<file path="src/rtl/completion_queue.sv">
// completion_queue: FIFO of completed addresses feeding an SPI serializer that loads on its own
// negedge. Build option: define COMPLETION_QUEUE_RETRY_EN to re-offer heads aborted by ser_err.
module completion_queue #(
  parameter int ADDRW = 23,
  parameter int DEPTH = 4,
  localparam int CW = $clog2(DEPTH + 1)
) (
  input  logic             clk,
  input  logic             rst,
  input  logic             push_valid,
  input  logic [ADDRW-1:0] push_addr,
  output logic             push_ready,
  input  logic             ser_ready,
  input  logic             ser_err,
  output logic             ser_valid,
  output logic [ADDRW-1:0] ser_addr,
  output logic [CW-1:0]    count,
  output logic             overflow,
  output logic [7:0]       abort_cnt
);

  localparam int PW = (DEPTH > 1) ? $clog2(DEPTH) : 1;
  localparam logic [CW-1:0] FULL_COUNT = CW'(DEPTH);

  typedef enum logic [1:0] {
    IDLE     = 2'd0,
    OFFER    = 2'd1,
    INFLIGHT = 2'd2
  } state_t;

  state_t           state;
  state_t           state_next;
  logic             ser_ready_q;
  logic [PW-1:0]    rd_ptr;
  logic [PW-1:0]    wr_ptr;
  logic [PW-1:0]    rd_ptr_next;
  logic [PW-1:0]    wr_ptr_next;
  logic [CW-1:0]    count_next;
  logic [CW-1:0]    remain;
  logic [ADDRW-1:0] mem [DEPTH];

  logic             accept;
  logic             done;
  logic             do_push;
  logic             do_pop;

  logic             ser_valid_next;
  logic [ADDRW-1:0] ser_addr_next;
  logic             push_ready_next;
  logic             overflow_next;
  logic [7:0]       abort_cnt_next;

  // The serializer's load and completion are only visible as edges on its ready_out.
  always_comb begin
    accept  = (state == OFFER) && ser_ready_q && !ser_ready;
    done    = (state == INFLIGHT) && !ser_ready_q && ser_ready;
    do_push = push_valid && push_ready;
`ifdef COMPLETION_QUEUE_RETRY_EN
    do_pop  = done && !ser_err;
`else
    do_pop  = done;
`endif
  end

  always_comb begin
    if (do_pop) begin
      rd_ptr_next = rd_ptr + PW'(1);
      remain      = count - CW'(1);
    end else begin
      rd_ptr_next = rd_ptr;
      remain      = count;
    end

    if (do_push) begin
      wr_ptr_next = wr_ptr + PW'(1);
    end else begin
      wr_ptr_next = wr_ptr;
    end

    case ({do_push, do_pop})
      2'b10:   count_next = count + CW'(1);
      2'b01:   count_next = count - CW'(1);
      default: count_next = count;
    endcase

    push_ready_next = (count_next != FULL_COUNT);
    overflow_next   = push_valid && !push_ready;

    if (done && ser_err && (abort_cnt != 8'hFF)) begin
      abort_cnt_next = abort_cnt + 8'd1;
    end else begin
      abort_cnt_next = abort_cnt;
    end
  end

  always_ff @(posedge clk) begin
    if (rst) begin
      state       <= IDLE;
      ser_ready_q <= 1'b1;
      rd_ptr      <= '0;
      wr_ptr      <= '0;
      count       <= '0;
    end else begin
      state       <= state_next;
      ser_ready_q <= ser_ready;
      rd_ptr      <= rd_ptr_next;
      wr_ptr      <= wr_ptr_next;
      count       <= count_next;
    end
  end

  // Storage carries no reset; only entries below count are ever presented.
  always_ff @(posedge clk) begin
    if (do_push) begin
      mem[wr_ptr] <= push_addr;
    end
  end

  // A same-cycle push is not counted in "remain", so a completion that empties the
  // queue goes via IDLE and reaches OFFER a cycle later with the new entry settled.
  always_comb begin
    state_next = state;
    case (state)
      IDLE: begin
        if (count != '0) begin
          state_next = OFFER;
        end else begin
          state_next = IDLE;
        end
      end
      OFFER: begin
        if (accept) begin
          state_next = INFLIGHT;
        end else begin
          state_next = OFFER;
        end
      end
      INFLIGHT: begin
        if (done) begin
          if (remain != '0) begin
            state_next = OFFER;
          end else begin
            state_next = IDLE;
          end
        end else begin
          state_next = INFLIGHT;
        end
      end
      default: state_next = IDLE;
    endcase
  end

  // Address is latched on entry to OFFER so it stays stable for the whole offer.
  always_comb begin
    ser_valid_next = (state_next == OFFER);
    if ((state != OFFER) && (state_next == OFFER)) begin
      ser_addr_next = mem[rd_ptr_next];
    end else begin
      ser_addr_next = ser_addr;
    end
  end

  always_ff @(posedge clk) begin
    if (rst) begin
      ser_valid  <= 1'b0;
      ser_addr   <= '0;
      push_ready <= 1'b1;
      overflow   <= 1'b0;
      abort_cnt  <= 8'd0;
    end else begin
      ser_valid  <= ser_valid_next;
      ser_addr   <= ser_addr_next;
      push_ready <= push_ready_next;
      overflow   <= overflow_next;
      abort_cnt  <= abort_cnt_next;
    end
  end

endmodule
</file>
<file path="config.mk">
export PLATFORM = sky130hd
export DESIGN_NAME = completion_queue
export DESIGN_NICKNAME = d
export VERILOG_FILES = /design/src/rtl/completion_queue.sv
export SDC_FILE = /design/constraint.sdc
export NUM_CORES = 1
export LEC_CHECK = 0
export ABC_CLOCK_PERIOD_IN_PS = 5200
export BUFFER_PORTS_ARGS = -buffer_cell sky130_fd_sc_hd__clkbuf_2
export CORE_AREA = 2 2 116 118
export CTS_CLUSTER_SIZE = 8
export DETAILED_ROUTE_END_ITERATION = 12
export DIE_AREA = 0 0 118 120
export GPL_TIMING_DRIVEN = 0
export HOLD_SLACK_MARGIN = 0.06
export PLACE_DENSITY_LB_ADDON = 0.2
export REMOVE_ABC_BUFFERS = 1
export SYNTH_ARGS = -nofsm -noshare
export SYNTH_HDL_FRONTEND = slang
export SYNTH_SLANG_ARGS = --single-unit
</file>
<file path="constraint.sdc">
create_clock -name clk -period 5.2 [get_ports clk]
set_clock_uncertainty 0.2 [all_clocks]
set_input_delay 1.56 -clock clk [delete_from_list [all_inputs] [get_ports clk]]
set_output_delay 1.56 -clock clk [all_outputs]
set_load 0.005 [all_outputs]
</file>
* After elaboration in Yosys (flattened, before gate mapping)
Memory sizes are Yosys's and may differ from the RTL's. A register that Yosys moved wholly into a read port is not among the register bits. Index checks and enable logic that the tools add are counted.
Operators by class: add/sub/neg operators 5, multiplexer cells 10, equality and inequality tests 8, reduce and logical (&&, ||, !) cells 15
Operators by type and width (number):
- 1-bit logical AND | 9
- 8-bit by 1-bit adder with 8-bit output, second input constant | 1
- 8-bit != test, second input constant | 1
- 2-bit by 1-bit == test with 1-bit output, second input constant | 3
- 2-bit two-way mux | 3
- 2-bit case mux with 3 select lines | 1
- 3-bit case mux with 2 select lines | 1
- 3-bit nonzero test | 2
- 2-bit by 1-bit adder with 2-bit output, second input constant | 2
- 2-bit == test, second input constant | 2
- 1-bit two-way mux | 4
- 3-bit by 1-bit adder with 3-bit output, second input constant | 1
- 1-bit zero test | 3
- 3-bit two-way mux | 1
- 3-bit != test, second input constant | 1
- 3-bit by 1-bit subtractor with 3-bit output, second input constant | 1
- 2-bit zero test | 1
- 2-bit by 1-bit != test with 1-bit output, second input constant | 1
Word-level totals: memories 1, memory bits (writable) 92, bits of input ports 28, flip-flop bits (word level) 21, word-level logic and storage cells 48, output and inout port bits 37
Memory list:
- mem | words 4, bits a word 23, rd ports 1, clocked after Yosys merged registers in 1, wr ports 1, RTL line 40 | logic [ADDRW-1:0] mem [DEPTH];

* Logic depth before layout (Yosys ltp)
word-level depth 10, gate-level depth with buffers 9, depth with buffers taken out 7

* Worst setup path after synthesis
No wires, ideal clock.
kind input to register, start input ser_ready, end register push_ready, setup time 125 ps, stages 8, buffers on the path 2, data arrival time 2871 ps, path slack 2004 ps, data required time 4875 ps, cells stage by stage nand4bb_1 -> buf_6 -> inv_6 -> buf_6 -> ha_1 -> or3_1 -> a21oi_1 -> o21ai_0
Between the ends: cells in the longest elaborated chain, start to end 4, elaborated cells on any way between the ends 5, classes of those cells 3 x eq/ne; 1 x mux; 1 x reduce/logical
RTL lines:
- start, declared | RTL line 13 | input logic ser_ready,
- 1-bit logical AND * | RTL line 56 | done = (state == INFLIGHT) && !ser_ready_q && ser_ready;
- 2-bit by 1-bit == test with 1-bit output or 2-bit == test (tied branches) | RTL line 80 | case ({do_push, do_pop})
- 3-bit case mux with 2 select lines * | RTL line 80
- 3-bit != test * | RTL line 86 | push_ready_next = (count_next != FULL_COUNT);
- end signal, assigned | RTL line 173 | push_ready <= push_ready_next;
- end, declared | RTL line 12 | output logic push_ready,
Mark *: on every way between the ends. The rest lies on a longest branch, timed or not. A chain may end at the register's enable or synchronous reset.

* Final worst setup path
start input ser_ready, end register ser_addr[9], read port of mem
Between the ends: cells in the longest elaborated chain, start to end 8, elaborated cells on any way between the ends 12, classes of those cells 1 x eq/ne; 6 x mux; 5 x reduce/logical
RTL lines:
- 1-bit logical AND | RTL line 56
- 3-bit two-way mux | RTL line 66 | if (do_pop) begin
- 3-bit nonzero test | RTL line 140 | if (remain != '0) begin
- 1-bit two-way mux | RTL line 140
- 2-bit two-way mux | RTL line 139 | if (done) begin
- 2-bit case mux with 3 select lines | RTL line 123 | case (state)
- 2-bit by 1-bit == test with 1-bit output | RTL line 156 | if ((state != OFFER) && (state_next == OFFER)) begin
- 1-bit logical AND | RTL line 156
- end, declared | RTL line 16 | output logic [ADDRW-1:0] ser_addr,
Parallel ways exist; a longest one is shown, timed or not.

==> metrics.cfg <==
[outcome]
status=finished clean

[placement]
portBuffers=64
routabilityCongestion=0.726
post-place-cells=663
hpwl_um=6880

[cts]
hold_buffers=0
ctsResizeCount=0
cts_max_level=4
post_cts_buffers=0
cts_tree=built
clockBufferDepth=2
path_clk_slew_ns=0.06
cts_root_buffer=clkbuf_16
cts_num_sinks=136
cts_buffers=17
clk_latency_ns=0.42

[cells_and_area]
fill_cells=1074
final_cells=696
final_nets=545
drive_above_1_share_pct=25.0
synthToLayoutAreaGrowth_pct=17.1
antenna_cells=0

[power_and_ir_drop]
power_mw=2.69
power_density_nw_per_um2=378
total_leakage_power_nw=2.54
vdd_drop_max_uv=227

[drt]
via_per_inst=5.51
drc=0
wirelength_um=12600
ant_nets=0
dr.first_iter.drc_count=254
vias=3837
drtPass1Iterations=4
wl_per_cell_um=18.2

[die]
die_x_um=118
start_util_pct=46.8
std_cell_rows=42
die_h_um=120
coreArea_um2=13000
io_pins=65
fp.dieArea_um2=14200

[yosys]
synth.top_cell.area_share_pct=45.5
synth_warnings=0
avgSynthCellArea_um2=13.4
syn_area_um2=6070
ys.flop_type=edfxtp_1
synth-edff-count=92
syn_inst=454
synthArstFlopShare_pct=0
yosys.area.top_type=edfxtp_1
synth.area.top_cells=edfxtp_1 (45%), dfxtp_1 (15%), mux4_2 (8.5%)
yosysSeqAreaShare_pct=60.0
ys_types=42
synth-seq-cells=136

[job]
maxCapViolCount=0

[sta]
final_hold_viol_count=0
setup_viol=0
rsz0062_at_grt=false
fmax_ghz=0.217
layout_min_cycle_time_ns=4.60
setup-tns-final_ns=0
max_slew.worst_pin.slew_ns=1.35
post-route-period-util_pct=88.5
report.final.slew_viol_count=0
slew_headroom_pct=10.2

[critical_path]
start_kind=input pin
crit_fanout=53
required_ns=5.30
worstSetupPathType=input pin to flop
path_cells=clkbuf_2 -> nand4bb_4 -> inv_6 -> o21ai_2 -> and3_1 -> o2bb2ai_1
end_kind=flop
max_stage_delay_ns=0.75
slowest_stage=and3_1
crit_arrival_ns=4.70

[worst_hold_path]
min_path_type=flop to flop

[grt]
antenna_found_initial=0
grt.met3_usage_pct=5.09
grt-ovfl-total=0
grt_usage_pct=18.8
grt_pass1_vias=3832
busiest_layer=met2
grt_max_degree=54
met2_usage_pct=32.7
use_met1_pct=21.5
grt_pass1_wl_um=19900

## synth_stat cells, types with 6 or more instances
master     instances
ha_1              10
a221o_1           23
o2bb2ai_1         23
a21oi_1            9
nand2_1            9
mux2i_1           24
edfxtp_1          92
buf_2             13
buf_6             12
xor2_1             6
nor2_1           102
dfxtp_1           44
clkbuf_1           7
and3_1             8
mux4_2            23
inv_1              8
## report_power, final
group	switching, mW	internal [mW]	total, mW	leakage, nW
Sequential	0.0264	1.21	1.24	1.20
Clock	0.441	0.826	1.27	0.306
Combinational	0.0991	0.0818	0.181	1.03
## area by class of cell
class / count / area, µm² / share of cell area, %
timing repair buffer: 68 / 403 / 5.66
multi-input combinational: 275 / 2180 / 30.6
clock inverter: 12 / 173 / 2.43
tap: 176 / 220 / 3.09
sequential: 136 / 3650 / 51.2
inverter: 9 / 38.8 / 0.545
clock buffer: 20 / 457 / 6.42
## worst paths after layout
kind | end | cells after the start | startpoint | slack (ns)
max reg2reg | ser_addr[9] | 5 | state[1] | 1.42
max | ser_addr[9] | 6 | ser_ready | 0.60
min reg2reg | ser_addr[1] | 1 | ser_addr[1] | 0.26
min | ser_addr[1] | 1 | ser_addr[1] | 0.26
## sequential cells by signal, summed over array words and instances, names as in the netlist, 2 cells and up
signal and cells:
count 3, rd_ptr 2, abort_cnt 8, mem 92, state 2, wr_ptr 2, ser_addr 23
## stage by stage
step                instance area, µm²  hold WS (ns)  worst slack (ns)  utilization [%]
floorplan                         5840         0.256             0.316                -
global placement                  6380         0.247             -1.92             49.1
detailed placement                6460         0.250             0.153             49.8
CTS                               7090         0.267             0.616             54.6
global route                      7120         0.276             0.395             54.8
finish                            7120         0.262             0.599             54.8
## layer usage
metal  wire (µm)  up-vias
li1            -     1833
met1        5100     1854
met2        6370      132
met3         972       18
met4         205        0
met5           0        -
## cells by family (layout without fill, tap and decap cells)
logic type	after synthesis	after routing	share of synthesized area (%)
compound gates	72	72	9.97
xor+xnor	8	8	1.15
mux	47	47	12.5
flops	136	136	60.0
fa+ha+maj	10	10	2.06
buf+inv	43	109	4.55
simple gates	138	138	9.80
## placed cells by master, fill, tap and decap left out, drive strengths merged, types with 2 or more instances in the layout
cell / instances
a21oi: 9
nand2: 9
dfxtp: 44
xnor2: 2
nand2b: 2
o21ai: 5
xor2: 6
clkinvlp: 2
a221o: 23
mux2i: 24
ha: 10
clkbuf: 84
clkinv: 5
buf: 4
nand3: 2
nor2b: 4
o2111ai: 2
a211oi: 2
and3: 8
inv: 10
o31ai: 2
o2bb2ai: 23
or3: 4
bufinv: 4
edfxtp: 92
nor2: 102
o211ai: 2
mux4: 23
## worst max-delay path: cells and delay by family
| kind | cells | cell delay, ns |
|---|---|---|
| buffers and inverters | 2 | 0.85 |
| AO/OA/AOI/OAI | 2 | 0.80 |
| AND/OR/NAND/NOR | 2 | 1.43 |
(Power assumes the default switching activity.)
